File: src/rtl/staggered_addsub_pipe_if.sv
// Operand/result handshake bundle for staggered_addsub_pipe.
// master: operand producer + result consumer side; slave: the pipeline itself.
interface staggered_addsub_pipe_if #(
    parameter int unsigned N = 16
) ();
    logic         in_valid;
    logic         in_ready;
    logic [N-1:0] a_in;
    logic [N-1:0] b_in;
    logic         c_in;
    logic         sub_in;
    logic         out_valid;
    logic         out_ready;
    logic [N-1:0] s_out;
    logic         c_out;
    logic         ovf_out;

    modport master (
        output in_valid, a_in, b_in, c_in, sub_in, out_ready,
        input  in_ready, out_valid, s_out, c_out, ovf_out
    );

    modport slave (
        input  in_valid, a_in, b_in, c_in, sub_in, out_ready,
        output in_ready, out_valid, s_out, c_out, ovf_out
    );
endinterface

File: src/rtl/staggered_addsub_pipe.sv
// Staggered (chunk-serial carry) pipelined adder/subtractor with valid/ready flow control.
// S0 registers the operands (B pre-inverted for subtract), S1..SK each resolve one
// CHUNK-bit slice LSB first, and a final register presents sum, carry and signed overflow.
// The whole pipeline advances together whenever the output register is empty or drained.
module staggered_addsub_pipe #(
    parameter int unsigned N     = 16,
    parameter int unsigned CHUNK = 8
) (
    input logic                  clk,
    input logic                  rst,
    staggered_addsub_pipe_if.slave bus
);
    localparam int unsigned K = N / CHUNK;

    if (CHUNK == 0 || N == 0 || (N % CHUNK) != 0) begin : g_bad_width
        $fatal(1, "staggered_addsub_pipe: N must be a nonzero multiple of CHUNK");
    end

    logic               adv;

    logic               vld_q   [0:K];
    logic               vld_d   [0:K];
    logic [N-1:0]       a_q     [0:K];
    logic [N-1:0]       a_d     [0:K];
    logic [N-1:0]       b_q     [0:K];
    logic [N-1:0]       b_d     [0:K];
    logic [N-1:0]       sum_q   [0:K];
    logic [N-1:0]       sum_d   [0:K];
    logic               cy_q    [0:K];
    logic               cy_d    [0:K];

    logic [CHUNK:0]     slice_sum [1:K];

    logic               out_valid_q, out_valid_d;
    logic [N-1:0]       s_out_q, s_out_d;
    logic               c_out_q, c_out_d;
    logic               ovf_q, ovf_d;

    // Per-stage slice adder: stage i resolves slice i-1 using the carry handed down from stage i-1.
    always_comb begin
        for (int unsigned i = 1; i <= K; i++) begin
            slice_sum[i] = {1'b0, a_q[i-1][(i-1)*CHUNK +: CHUNK]}
                         + {1'b0, b_q[i-1][(i-1)*CHUNK +: CHUNK]}
                         + {{CHUNK{1'b0}}, cy_q[i-1]};
        end
    end

    // Next-state: shift every stage one place on advance, hold everything otherwise.
    // Data is only captured behind a valid bit so outputs never pick up undriven operands.
    always_comb begin
        adv = !out_valid_q || bus.out_ready;

        for (int unsigned i = 0; i <= K; i++) begin
            vld_d[i] = vld_q[i];
            a_d[i]   = a_q[i];
            b_d[i]   = b_q[i];
            sum_d[i] = sum_q[i];
            cy_d[i]  = cy_q[i];
        end
        out_valid_d = out_valid_q;
        s_out_d     = s_out_q;
        c_out_d     = c_out_q;
        ovf_d       = ovf_q;

        if (adv) begin
            vld_d[0] = bus.in_valid;
            if (bus.in_valid) begin
                a_d[0]   = bus.a_in;
                b_d[0]   = bus.sub_in ? ~bus.b_in : bus.b_in;
                cy_d[0]  = bus.c_in ^ bus.sub_in;
                sum_d[0] = '0;
            end

            for (int unsigned i = 1; i <= K; i++) begin
                vld_d[i] = vld_q[i-1];
                if (vld_q[i-1]) begin
                    a_d[i]   = a_q[i-1];
                    b_d[i]   = b_q[i-1];
                    cy_d[i]  = slice_sum[i][CHUNK];
                    sum_d[i] = sum_q[i-1];
                    sum_d[i][(i-1)*CHUNK +: CHUNK] = slice_sum[i][CHUNK-1:0];
                end
            end

            out_valid_d = vld_q[K];
            if (vld_q[K]) begin
                s_out_d = sum_q[K];
                c_out_d = cy_q[K];
                ovf_d   = (a_q[K][N-1] == b_q[K][N-1]) && (sum_q[K][N-1] != a_q[K][N-1]);
            end
        end
    end

    // State registers with synchronous active-low reset flushing all in-flight operands.
    always_ff @(posedge clk) begin
        if (!rst) begin
            for (int unsigned i = 0; i <= K; i++) begin
                vld_q[i] <= 1'b0;
                a_q[i]   <= '0;
                b_q[i]   <= '0;
                sum_q[i] <= '0;
                cy_q[i]  <= 1'b0;
            end
            out_valid_q <= 1'b0;
            s_out_q     <= '0;
            c_out_q     <= 1'b0;
            ovf_q       <= 1'b0;
        end else begin
            for (int unsigned i = 0; i <= K; i++) begin
                vld_q[i] <= vld_d[i];
                a_q[i]   <= a_d[i];
                b_q[i]   <= b_d[i];
                sum_q[i] <= sum_d[i];
                cy_q[i]  <= cy_d[i];
            end
            out_valid_q <= out_valid_d;
            s_out_q     <= s_out_d;
            c_out_q     <= c_out_d;
            ovf_q       <= ovf_d;
        end
    end

    assign bus.in_ready  = adv && rst;
    assign bus.out_valid = out_valid_q;
    assign bus.s_out     = s_out_q;
    assign bus.c_out     = c_out_q;
    assign bus.ovf_out   = ovf_q;
endmodule
File: src/flat_wrapper.sv
// flat-port wrapper written by rule: the top's interface ports become plain ports
module staggered_addsub_pipe_flat 
#(
    parameter int unsigned N     = 16,
    parameter int unsigned CHUNK = 8
)
  (clk, rst, bus_in_valid, bus_a_in, bus_b_in, bus_c_in, bus_sub_in, bus_out_ready, bus_in_ready, bus_out_valid, bus_s_out, bus_c_out, bus_ovf_out);
  staggered_addsub_pipe_if #(.N(N)) bus_i ();
  input logic clk;
  input logic rst;
  input wire logic [$bits(bus_i.in_valid)-1:0] bus_in_valid;
  input wire logic [$bits(bus_i.a_in)-1:0] bus_a_in;
  input wire logic [$bits(bus_i.b_in)-1:0] bus_b_in;
  input wire logic [$bits(bus_i.c_in)-1:0] bus_c_in;
  input wire logic [$bits(bus_i.sub_in)-1:0] bus_sub_in;
  input wire logic [$bits(bus_i.out_ready)-1:0] bus_out_ready;
  output wire logic [$bits(bus_i.in_ready)-1:0] bus_in_ready;
  output wire logic [$bits(bus_i.out_valid)-1:0] bus_out_valid;
  output wire logic [$bits(bus_i.s_out)-1:0] bus_s_out;
  output wire logic [$bits(bus_i.c_out)-1:0] bus_c_out;
  output wire logic [$bits(bus_i.ovf_out)-1:0] bus_ovf_out;
  assign bus_i.in_valid = bus_in_valid;
  assign bus_i.a_in = bus_a_in;
  assign bus_i.b_in = bus_b_in;
  assign bus_i.c_in = bus_c_in;
  assign bus_i.sub_in = bus_sub_in;
  assign bus_i.out_ready = bus_out_ready;
  assign bus_in_ready = bus_i.in_ready;
  assign bus_out_valid = bus_i.out_valid;
  assign bus_s_out = bus_i.s_out;
  assign bus_c_out = bus_i.c_out;
  assign bus_ovf_out = bus_i.ovf_out;
  staggered_addsub_pipe #(.N(N), .CHUNK(CHUNK)) u_core (.clk(clk), .rst(rst), .bus(bus_i));
endmodule
File: config.mk
export PLATFORM = sky130hd
export DESIGN_NAME = staggered_addsub_pipe_flat
export DESIGN_NICKNAME = d
export VERILOG_FILES = /design/src/rtl/staggered_addsub_pipe_if.sv /design/src/rtl/staggered_addsub_pipe.sv /design/src/flat_wrapper.sv
export SDC_FILE = /design/constraint.sdc
export NUM_CORES = 1
export LEC_CHECK = 0
export ABC_AREA = 0
export CAP_MARGIN = 10
export CORE_MARGIN = 10
export CORE_UTILIZATION = 57
export DETAILED_ROUTE_END_ITERATION = 10
export DONT_BUFFER_PORTS = 1
export GPL_ROUTABILITY_DRIVEN = 0
export PLACE_DENSITY = 0.75
export SYNTH_ARGS = -nofsm -noshare
export SYNTH_HDL_FRONTEND = slang
export SYNTH_SLANG_ARGS = --single-unit
export TNS_END_PERCENT = 30
File: constraint.sdc
create_clock -name clk -period 1.95 [get_ports clk]
set_input_delay 0.0975 -clock clk [delete_from_list [all_inputs] [get_ports clk]]
set_output_delay 0.0975 -clock clk [all_outputs]
set_load 0.005 [all_outputs]
# Word-level counts from Yosys, hierarchy flattened
# Memory sizes are Yosys's and may differ from the RTL's.
# Cells that the tools add are included.
# op_classes
n_reduce_logical	5
bitwise	17
n_addsub	4
mux	35
eq_ne	2
# ops
op	n
$mux 16	19
$mux 48	3
$add 8x8->9	2
$add 9x1->9	2
$not 16->16	1
$or 1x1->1	15
$mux 1	11
$mux 3	2
$logic_and 1x1->1	2
$reduce_and 2->1	1
$eq 1x1->1	1
$logic_not 1->1	1
$logic_or 1x1->1	1
$ne 1x1->1	1
$xor 1x1->1	1
# totals
ff_bits	19
elab_cells	72
n_memories	5
out_inout_bits	20
inputBits	38
ram_bits	150
# memory_table
memory	depth	width	rd	rd_clocked_by_memory_dff	write_ports	line	source
u_core.a_q	3	16	3	0	3	staggered_addsub_pipe.sv:23	logic [N-1:0] a_q [0:K];
u_core.b_q	3	16	3	0	3	staggered_addsub_pipe.sv:25	logic [N-1:0] b_q [0:K];
u_core.sum_q	3	16	3	0	3	staggered_addsub_pipe.sv:27	logic [N-1:0] sum_q [0:K];
u_core.cy_q	3	1	3	0	3	staggered_addsub_pipe.sv:29	logic cy_q [0:K];
u_core.vld_q	3	1	3	0	3	staggered_addsub_pipe.sv:21	logic vld_q [0:K];

# Logic depth before layout (Yosys ltp)
# Gate-level depths: netlist (run 1).
# depth
depth_word	5
depth_mapped	8
depth_no_buf	8

# Worst setup path before layout (run 1)
# No wires, ideal clock.
# synth_path
path_kind	register to register
start	memory u_core.cy_q[1][0], in the netlist u_core.cy_q[0][1]
end	memory u_core.cy_q[2][0], in the netlist u_core.cy_q[0][2]
t_arrival_ns	1.995
path_buffers	0
slack_ns	-0.114
setup_time_ns	0.070
stages_incl_launch_ff	9
cell_sequence	dfxtp_1 -> inv_1 -> fa_1 -> fa_1 -> nor2b_1 -> o21ai_0 -> a221oi_1 -> o21ai_0 -> a21oi_1
# synth_rtl
item	line
start, declared	staggered_addsub_pipe.sv:29

==> reports/qor.yml, run 1 <==
die:
  die_w_um: 106
  num_rows: 31
  die_y_um: 106
  dieArea_um2: 11300
  ios: 58
  core_um2: 7250
  initial_core_util_pct: 58.4
setup_path:
  cp_num_buf_inv: 2
  cp-end-kind: "register"
  worstRegToRegCells: 9
  worstSetupPathType: "reg -> reg"
  cp-start-kind: "register"
  cp_cell_sequence: "inv_2 > fa_2 > fa_2 > nor2b_1 > o21ai_2 > buf_4 > a21oi_2 > nor3_1 > o31ai_1"
  arrival_ns: 2.23
  crit_path_top_delay_cell: "fa_2"
  path_depth: 9
  critical_path_required_ns: 2.23
  critPathMaxStageDelay_ns: 0.39
  crit_family: "adder cells"
  cp_max_fo: 2
  cpMostUsedCell: "fa_2"
drt:
  first_pass_iters: 5
  ant_nets: 0
  routed_wl_um: 9740
  drc_errors: 0
  wl_per_cell_um: 14.8
  drt_iter0_drc: 167
  vias: 3572
  via_per_inst: 5.42
status:
  violations: "setup timing"
  outcome: "complete, but fails checks"
grt:
  grt_overflow_total: 0
  grt_use_met1_pct: 21.6
  grt_pass1_vias: 3501
  grtUsageMet3_pct: 5.68
  grtUsageMet2_pct: 27.6
  grt_pass1_wl_um: 16600
  grtUsageTotal_pct: 17.4
  grt_antenna_before_repair: 0
  busiest_layer: "met2"
  grt_max_degree: 37
pwr:
  leakagePower_nw: 1.85
  peakVddDrop_mv: 0.545
  cellPowerDensity_nw_per_um2: 784
  combPwrFrac_pct: 11.8
  p_sw_mw: 1.01
  p_seq_share_pct: 54.6
  switching_share_pct: 25.7
  clkPwrFrac_pct: 33.5
  intPower_mw: 2.93
timing:
  fin_ws_ns: -0.00167
  timing.fmax_mhz: 512
  fin_crit_sh_pct: 100
  slew_viol_final: 0
  setup_violations: 2
  fin_skew_ns: 0.00920
  worst_pin_slew_ns: 0.613
  rsz0062_at_grt: "yes"
  timing.final.hold_violations: 0
  timing.slew.headroom_pct: 59.1
  period_needed_ns: 1.95
clock_network:
  clock-root-buffer: "clkbuf_8"
  clkSlewWorstSetupHoldPaths_ns: 0.09
  cts_buffers: 9
  ctsLongestPathBuffers: 2
  numClockSinks: 99
  cts_tree: "yes"
  clk_latency_ns: 0.36
  h-tree-depth: 3
synth:
  synth_top_area_cell: "dfxtp_1"
  synth_edf_count: 0
  ys_ff_latch: 99
  synth_nets: 570
  synth.avg_cell_area_um2: 8.24
  syn_area_um2: 4240
  async_flop_share_pct: 0
  ys_top_cells_by_count: "nand2_1, dfxtp_1, a21oi_1, nor2_1, a211oi_1"
  synth_top_area_share_pct: 46.8
  synthDistinctLibCells: 44
  yosys-top-cells-area: "dfxtp_1, nand2_1, a21oi_1"
  synth.most_common_cell: "nand2_1"
  netlist_instances: 514
  synth_warnings: 0
  yosys_most_used_dff: "dfxtp_1"
  yosysSeqAreaShare_pct: 46.8
placement:
  dp_cells: 589
  numPortBuffers: 0
  dp.final_hpwl_um: 6180
  dpl_worst_slack_ns: -0.157
layout:
  layout-drive-gt1-share_pct: 8.21
  syn_to_final_growth_pct: 18.7
  finish.net_count: 611
  fill_cells: 573
  antenna_cells: 0
  fin_cells: 659
hold_path:
  hold_path_depth: 4
  hold_path_class: "in -> reg"
flow_run:
  maxCapViolations: 0
-- worst paths after layout --
kind | slack [ns] | startpoint | end
worst min register to register | 0.45 | u_core.sum_q[0][23]$_SDFFE_PN0P_ | u_core.sum_q[0][39]$_SDFFE_PN0P_
worst max register to register | -0.002 | u_core.a_q[0][24]$_SDFFE_PN0P_ | u_core.sum_q[0][46]$_SDFFE_PN0P_
worst max-delay path | -0.002 | u_core.a_q[0][24]$_SDFFE_PN0P_ | u_core.sum_q[0][46]$_SDFFE_PN0P_
worst min-delay path | 0.06 | rst | u_core.sum_q[0][22]$_SDFFE_PN0P_
-- registers in the layout, indices dropped and copies added (netlist names) --
register,count
u_core.a_q,25
u_core.b_q,25
u_core.sum_q,24
u_core.bus.s_out,16
u_core.cy_q,3
u_core.vld_q,3
u_core.bus.c_out,1
u_core.bus.out_valid,1
u_core.bus.ovf_out,1
-- power by group through the flow --
stage	Combinational, mW	Clock (mW)	Sequential (mW)
floorplan	0.292	0	2.18
global placement	0.324	0	2.19
detailed placement	0.332	0	2.20
CTS	0.446	1.34	2.15
global route	0.516	1.44	2.16
finish	0.466	1.32	2.15
-- metrics by stage --
stage / utilization [%] / cell area (um2) / hold WS (ns) / power (mW) / TNS, ns
final: 69.3 / 5030 / 0.0640 / 3.94 / -0.00211
after global routing: 69.3 / 5030 / 0.0568 / 4.12 / -0.347
after global placement: 58.8 / 4260 / 0.237 / 2.52 / -0.144
after detailed placement: 58.8 / 4260 / 0.241 / 2.53 / -0.464
after floorplan: - / 4240 / 0.233 / 2.47 / -0.00920
after CTS: 69.1 / 5010 / 0.0472 / 3.94 / 0
-- kinds of logic (layout without fill, tap and decap cells) --
group                      after synthesis  after routing  synth area share [%]
DFF                                     99             99                  46.8
xor gates and xnor gates                22             22                  4.55
buffers and inverters                   43             89                  4.96
AOI/OAI and AO/OA                      124            124                  17.1
adders and majority gates               18             18                  6.02
and+or+nand+nor                        207            207                  20.3
muxes                                    1              1                 0.236
-- layout make-up --
| class | count | area (um2) | share of cell area (%) |
|---|---|---|---|
| clock inverters | 7 | 73.8 | 1.47 |
| well taps | 99 | 124 | 2.46 |
| repair buffers | 63 | 603 | 12.0 |
| inverters | 10 | 37.5 | 0.746 |
| multi-input cells | 372 | 2080 | 41.4 |
| flip-flops and latches | 99 | 1990 | 39.5 |
| clock buffers | 9 | 124 | 2.46 |
-- metal layers --
layer | part of all wire [%] | vias up | wire [um]
met5 | 0 | - | 0
met4 | 1.7 | 0 | 161
met2 | 46 | 112 | 4460
met3 | 7.5 | 18 | 726
li1 | - | 1812 | -
met1 | 45 | 1630 | 4390
-- timing repair --
action                                  in CTS  in global routing
gates resized for setup                      5                  8
endpoints found under the setup margin       5                  9
setup buffers                                2                  0
hold buffers                                52                  0
pin swaps                                    6                  7
hold endpoints to repair                    44                  0
-- cells in the final DEF (no fill, tap or decap), types with 3 or more instances in the layout --
cell type / count
nand2_1: 136
nor3_1: 6
buf_4: 11
ha_1: 14
o21ai_0: 6
inv_1: 8
clkbuf_8: 9
o21ai_1: 3
nand3_1: 6
nand4_1: 3
or4_1: 3
and2_1: 3
dlygate4sd3_1: 52
a211oi_1: 25
dfxtp_1: 96
dfxtp_2: 3
a21oi_1: 73
xnor2_1: 21
fa_2: 4
nor2_1: 38
-- worst reg2reg max path, cell delays in order, from the launching register on --
cell,delay [ns]
dfxtp_2,0.34
inv_2,0.04
fa_2,0.39
fa_2,0.36
nor2b_1,0.15
o21ai_2,0.09
buf_4,0.14
a21oi_2,0.12
nor3_1,0.06
o31ai_1,0.18
No activity file was read; power rests on OpenSTA's default activity.
==> run 2, diff against run 1 <==
--- a/config.mk
+++ b/config.mk
@@ -8,11 +8,13 @@
 export ABC_AREA = 0
 export CAP_MARGIN = 10
 export CORE_MARGIN = 10
-export CORE_UTILIZATION = 57
+export CORE_UTILIZATION = 59
+export CTS_BUF_LIST = sky130_fd_sc_hd__clkbuf_8
 export DETAILED_ROUTE_END_ITERATION = 10
 export DONT_BUFFER_PORTS = 1
 export GPL_ROUTABILITY_DRIVEN = 0
-export PLACE_DENSITY = 0.75
+export PLACE_DENSITY = 0.78
+export SETUP_SLACK_MARGIN = 0.5
 export SYNTH_ARGS = -nofsm -noshare
 export SYNTH_HDL_FRONTEND = slang
 export SYNTH_SLANG_ARGS = --single-unit
==> run 2 against run 1 <==
Flip-flop and latch count unchanged; wire length up 9.9%; combinational power up 9.0%; power up 0.21%; non-clock buffer count up 3; sequential power about the same; the run still ends with setup timing left; die area down 2.7%; register-to-register slack worse by 0.02 ns; count of clock-buffer cells in the layout up 1.
==> reports/qor.yml, run 2 (synthesis results as in run 1) <==
status:
  outcome: "complete, but fails checks"  # unchanged
  violations: "setup timing"  # unchanged
drt:
  first_pass_iters: 5  # unchanged
  ant_nets: 0  # unchanged
  drc_errors: 0  # unchanged
  drt_iter0_drc: 211  # was 167
  routed_wl_um: 10700  # was 9740 um
  via_per_inst: 5.54  # was 5.42
  vias: 3654  # was 3572
  wl_per_cell_um: 16.2  # was 14.8 um
setup_path:
  worstSetupPathType: "reg -> reg"  # unchanged
  arrival_ns: 2.27  # was 2.23 ns
  cp-end-kind: "register"  # unchanged
  cp-start-kind: "register"  # unchanged
  cp_max_fo: 3  # was 2
  critical_path_required_ns: 2.25  # was 2.23 ns
  rr_startpoint: "u_core.a_q[0][24]$_SDFFE_PN0P_"  # unchanged
  rr_endpoint: "u_core.cy_q[0][2]$_SDFFE_PN0P_"  # was u_core.sum_q[0][46]$_SDFFE_PN0P_
  r2r_setup_slack_ns: -0.02  # was -0.002 ns
  worstRegToRegCells: 8  # was 9
layout:
  mostFrequentLayoutCells: "nand2_1, dfxtp_1, a21oi_1, dlygate4sd3_1, nor2_1"  # unchanged
  final_common_cell: "nand2_1"  # unchanged
  largestRegisters: "u_core.a_q: 25 flops, u_core.b_q: 25 flops, u_core.sum_q: 24 flops"  # unchanged
  syn_to_final_growth_pct: 21.6  # was 18.7%
  layout-drive-gt1-share_pct: 12.3  # was 8.21%
  finish.net_count: 614  # was 611
  fin_area_um2: 5150  # was 5030 um2
  antenna_cells: 0  # unchanged
pwr:
  peakVddDrop_mv: 0.478  # was 0.545 mV
  leakagePower_nw: 1.90  # was 1.85 nW
  cellPowerDensity_nw_per_um2: 767  # was 784 nW/um2
clock_network:
  cts_buffers: 9  # unchanged
  clock-root-buffer: "clkbuf_8"  # unchanged
  clkSlewWorstSetupHoldPaths_ns: 0.10  # was 0.09 ns
  clk_latency_ns: 0.37  # was 0.36 ns
  h-tree-depth: 3  # unchanged
  cts_tree: "yes"  # unchanged
  numClockSinks: 99  # unchanged
  ctsLongestPathBuffers: 2  # unchanged
flow_run:
  maxCapViolations: 0  # unchanged
grt:
  grt_overflow_total: 0  # unchanged
  grtUsageTotal_pct: 19.0  # was 17.4%
  grt_max_degree: 38  # was 37
  grt_pass1_wl_um: 17700  # was 16600 um
  grt_antenna_before_repair: 0  # unchanged
  grt_pass1_vias: 3592  # was 3501
die:
  dieArea_um2: 11000  # was 11300 um2
  ios: 58  # unchanged
  initial_core_util_pct: 61.7  # was 58.4%
  die_y_um: 105  # was 106 um
  die_w_um: 105  # was 106 um
  core_um2: 6870  # was 7250 um2
  num_rows: 30  # was 31
placement:
  numPortBuffers: 0  # unchanged
  dp.final_hpwl_um: 6380  # was 6180 um
  placed_area_um2: 4270  # was 4260 um2
timing:
  timing.final.hold_violations: 0  # unchanged
  slew_viol_final: 0  # unchanged
  fin_skew_ns: 0.0139  # was 0.00920 ns
  timing.slew.headroom_pct: 56.5  # was 59.1%
  whs_ns: 0.0745  # was 0.0640 ns
  finalSetupTns_ns: -0.0185  # was -0.00211 ns
  worst_pin_slew_ns: 0.651  # was 0.613 ns
  timing.fmax_mhz: 508  # was 512 MHz
  fin_ws_ns: -0.0183  # was -0.00167 ns
  setup_violations: 2  # unchanged
  period_needed_ns: 1.97  # was 1.95 ns
  rsz0062_at_grt: "yes"  # unchanged
  fin_crit_sh_pct: 101  # was 100%
hold_path:
  min_from: "rst"  # unchanged
  hold-path-endpoint: "u_core.sum_q[0][21]$_SDFFE_PN0P_"  # was u_core.sum_q[0][22]$_SDFFE_PN0P_
  hold_path_depth: 3  # was 4
  hold_path_class: "in -> reg"  # unchanged
-- run 2: layer usage --
layer	track usage (%)	vias to the layer above	wire length (um)
met5	0	-	0
met4	6.27	0	210
met3	6.70	23	820
met2	31.3	141	5070
met1	22.7	1669	4590
li1	-	1821	-
-- run 2: timing repair --
| action | CTS | global route |
|---|---|---|
| hold buffers | 52 | 0 |
| buffers inserted | 3 | 4 |
| endpoints found under the hold margin | 44 | 0 |
| endpoints found under the setup margin | 16 | 60 |
| resized for setup | 0 | 31 |
| pin swaps | 3 | 12 |
| cloned | 0 | 0 |
-- run 2: area by class of cell --
class                   instances  area [um2]
inverters                      10        37.5
fillers                       471        1720
repair buffers                 66         644
clock inverters                 6        56.3
multi-input cells             372        2170
clock buffers                  10         138
flip-flops and latches         99        1990
well taps                      96         120
-- run 2: critical path, stage by stage (launching register included) --
cell	delay [ns]
dfxtp_2	0.35
inv_2	0.04
fa_2	0.40
fa_2	0.36
nor2b_1	0.17
o21ai_2	0.10
a221oi_2	0.27
o21ai_1	0.10
a21oi_1	0.11
-- run 2: worst max path at each step --
stage / startpoint / endpoint / slack [ns] / depth (start not counted)
after floorplan: u_core.a_q[0][24]$_SDFFE_PN0P_ / u_core.cy_q[0][2]$_SDFFE_PN0P_ / 0.16 / 8
after global placement: u_core.a_q[0][24]$_SDFFE_PN0P_ / u_core.cy_q[0][2]$_SDFFE_PN0P_ / 0.09 / 8
after detailed placement: u_core.a_q[0][24]$_SDFFE_PN0P_ / u_core.cy_q[0][2]$_SDFFE_PN0P_ / 0.03 / 8
after CTS: u_core.a_q[0][24]$_SDFFE_PN0P_ / u_core.cy_q[0][2]$_SDFFE_PN0P_ / 0.05 / 8
after global routing: u_core.a_q[0][24]$_SDFFE_PN0P_ / u_core.cy_q[0][2]$_SDFFE_PN0P_ / -0.07 / 8
final: u_core.a_q[0][24]$_SDFFE_PN0P_ / u_core.cy_q[0][2]$_SDFFE_PN0P_ / -0.02 / 8
-- run 2: through the flow --
step	utilization (%)	std cells	worst slack [ns]	total power, mW
final	75.0	659	-0.0183	3.95
after global placement	62.1	584	0.0939	2.52
after CTS	72.9	655	0.0499	3.90
after detailed placement	62.1	584	0.0300	2.54
after global routing	75.0	659	-0.0712	4.11
after floorplan	-	514	0.156	2.48
-- run 2: where the power goes --
group,switching [mW],internal [mW]
Clock,0.760,0.526
Sequential,0.0559,2.10
Combinational,0.261,0.247
Total,1.08,2.87
==> run 3, diff against run 2 <==
--- a/config.mk
+++ b/config.mk
@@ -8,12 +8,12 @@
 export ABC_AREA = 0
 export CAP_MARGIN = 10
 export CORE_MARGIN = 10
-export CORE_UTILIZATION = 59
+export CORE_UTILIZATION = 55
 export CTS_BUF_LIST = sky130_fd_sc_hd__clkbuf_8
 export DETAILED_ROUTE_END_ITERATION = 10
 export DONT_BUFFER_PORTS = 1
 export GPL_ROUTABILITY_DRIVEN = 0
-export PLACE_DENSITY = 0.78
+export PLACE_DENSITY = 0.73
 export SETUP_SLACK_MARGIN = 0.5
 export SYNTH_ARGS = -nofsm -noshare
 export SYNTH_HDL_FRONTEND = slang
==> run 3 against run 2 <==
The run now ends clean; combinational power is essentially flat; global-route usage shrank 2.3 points; flip-flop and latch count did not move; fmax up 2.5%; wire length down 5.1%; critical endpoint is now u_core.sum_q[0][46]$_SDFFE_PN0P_; highest routed layer unchanged.
==> reports/qor.yml, run 3 (synthesis results as in run 1) <==
setup_path:
  cp_cell_sequence: "inv_2 > fa_2 > fa_2 > nor2b_2 > o21ai_2 > a221oi_2 > buf_4 > o31ai_2"  # was inv_2 > fa_2 > fa_2 > nor2b_1 > o21ai_2 > a221oi_2 > o21ai_1 > a21oi_1
  worstSetupPathType: "reg -> reg"  # unchanged
  path_depth: 8  # unchanged
  crit_path_top_delay_cell: "fa_2"  # unchanged
  cpMostUsedCell: "fa_2"  # unchanged
  arrival_ns: 2.18  # was 2.27 ns
  crit_family: "adder cells"  # unchanged
  cp-start-kind: "register"  # unchanged
  critical_path_required_ns: 2.21  # was 2.25 ns
  rr_startpoint: "u_core.a_q[0][24]$_SDFFE_PN0P_"  # unchanged
  cp-end-kind: "register"  # unchanged
  crit_path_end: "u_core.sum_q[0][46]$_SDFFE_PN0P_"  # was u_core.cy_q[0][2]$_SDFFE_PN0P_
  cp_max_fo: 3  # unchanged
  r2r_setup_slack_ns: 0.03  # was -0.02 ns
  startpoint: "u_core.a_q[0][24]$_SDFFE_PN0P_"  # unchanged
  worstRegToRegCells: 8  # unchanged
  rr_endpoint: "u_core.sum_q[0][46]$_SDFFE_PN0P_"  # was u_core.cy_q[0][2]$_SDFFE_PN0P_
  cp_num_buf_inv: 2  # was 1
  critPathMaxStageDelay_ns: 0.39  # was 0.40 ns
drt:
  ant_nets: 0  # unchanged
  first_pass_iters: 4  # was 5
  drc_errors: 0  # unchanged
  routed_wl_um: 10100  # was 10700 um
  via_per_inst: 5.47  # was 5.54
  wl_per_cell_um: 15.4  # was 16.2 um
  drt_iter0_drc: 210  # was 211
  vias: 3596  # was 3654
die:
  dieArea_um2: 11600  # was 11000 um2
  num_rows: 31  # was 30
  core_um2: 7370  # was 6870 um2
  initial_core_util_pct: 57.5  # was 61.7%
  ios: 58  # unchanged
  die_y_um: 108  # was 105 um
  die_w_um: 108  # was 105 um
grt:
  grt_pass1_wl_um: 16100  # was 17700 um
  grtUsageTotal_pct: 16.7  # was 19.0%
  grt_antenna_before_repair: 0  # unchanged
  grt_overflow_total: 0  # unchanged
  grt_max_degree: 42  # was 38
  grt_pass1_vias: 3383  # was 3592
flow_run:
  maxCapViolations: 0  # unchanged
placement:
  numPortBuffers: 0  # unchanged
  dp_cells: 585  # was 584
  dpl_worst_slack_ns: 0.0717  # was 0.0300 ns
  placed_area_um2: 4270  # about the same
  dp.final_hpwl_um: 6180  # was 6380 um
timing:
  period_needed_ns: 1.92  # was 1.97 ns
  timing.final.hold_violations: 0  # unchanged
  fin_ws_ns: 0.0304  # was -0.0183 ns
  fin_skew_ns: 0.0123  # was 0.0139 ns
  worst_pin_slew_ns: 0.580  # was 0.651 ns
  setup_violations: 0  # was 2
  slew_viol_final: 0  # unchanged
  fin_crit_sh_pct: 98.4  # was 101%
  timing.slew.headroom_pct: 61.3  # was 56.5%
  rsz0062_at_grt: "yes"  # unchanged
  timing.fmax_mhz: 521  # was 508 MHz
layout:
  largestRegisters: "u_core.a_q: 25 flops, u_core.b_q: 25 flops, u_core.sum_q: 24 flops"  # unchanged
  fin_cells: 657  # was 659
  layout-drive-gt1-share_pct: 11.1  # was 12.3%
  mostFrequentLayoutCells: "nand2_1, dfxtp_1, a21oi_1, dlygate4sd3_1, nor2_1"  # unchanged
  final_util_pct: 69.5  # was 75.0%
  syn_to_final_growth_pct: 20.8  # was 21.6%
  antenna_cells: 0  # unchanged
  fin_area_um2: 5120  # was 5150 um2
  final_common_cell: "nand2_1"  # unchanged
  finish.net_count: 610  # was 614
clock_network:
  clock-root-buffer: "clkbuf_8"  # unchanged
  cts_buffers: 9  # unchanged
  numClockSinks: 99  # unchanged
  ctsLongestPathBuffers: 2  # unchanged
  clk_latency_ns: 0.37  # about the same
  cts_tree: "yes"  # unchanged
  h-tree-depth: 3  # unchanged
  clkSlewWorstSetupHoldPaths_ns: 0.10  # about the same
pwr:
  cellPowerDensity_nw_per_um2: 775  # was 767 nW/um2
  peakVddDrop_mv: 0.690  # was 0.478 mV
  leakagePower_nw: 1.88  # was 1.90 nW
hold_path:
  hold_path_class: "in -> reg"  # unchanged
status:
  outcome: "completed"  # was complete, but fails checks
run 3: cell count changes in the layout (fill, tap and decap cells not counted), sizes merged:
cell | before | now
buf | 14 | 9
clkinvlp | 1 | 2
clkinv | 2 | 0
bufinv | 0 | 1
run 3: final cells by class:
type                            instances  area [um2]
Clock buffer                            9         124
Clock inverter                          6        66.3
Fill cell                             574        2250
Inverter                               10        37.5
Multi-Input combinational cell        372        2150
Sequential cell                        99        1990
Tap cell                               99         124
Timing Repair Buffer                   62         633
run 3: stage by stage:
stage / total power, mW / hold WS (ns) / setup TNS (ns)
floorplan: 2.48 / 0.226 / 0
global placement: 2.53 / 0.237 / 0
detailed placement: 2.54 / 0.242 / 0
CTS: 3.93 / 0.0564 / 0
global route: 4.14 / 0.0685 / -0.132
finish: 3.97 / 0.0579 / 0
run 3: power breakdown:
part	internal, mW	switching (mW)	leakage, nW
registers	2.10	0.0540	0.810
clock network	0.591	0.714	0.0935
logic	0.249	0.258	0.981
run 3: layer usage:
metal,vias up,routed length [um],track usage [%]
met5,-,0,0
met4,0,142,5.53
met3,14,761,5.27
met2,109,4530,25.3
met1,1658,4720,22.1
li1,1815,-,-
run 3: worst min-delay path by stage:
stage                            start                          endpoint  slack, ns  cells past startpoint
after global placement     bus_a_in[1]     u_core.a_q[0][1]$_SDFFE_PN0P_       0.24                      2
final                     bus_in_valid    u_core.cy_q[0][0]$_SDFFE_PN0P_       0.06                      2
after detailed placement  bus_a_in[14]    u_core.a_q[0][14]$_SDFFE_PN0P_       0.24                      2
after floorplan            bus_a_in[0]     u_core.a_q[0][0]$_SDFFE_PN0P_       0.23                      2
after CTS                          rst  u_core.sum_q[0][22]$_SDFFE_PN0P_       0.06                      4
after global routing               rst  u_core.sum_q[0][21]$_SDFFE_PN0P_       0.07                      3
run 3: repair_timing:
action                     4_1_cts  5_1_grt
cloned                           0        1
setup buffers                    2        2
resized for setup                2       27
pin swaps                        3       13
hold buffers                    52        0
setup endpoints to repair       29       83
hold endpoints to repair        44        0
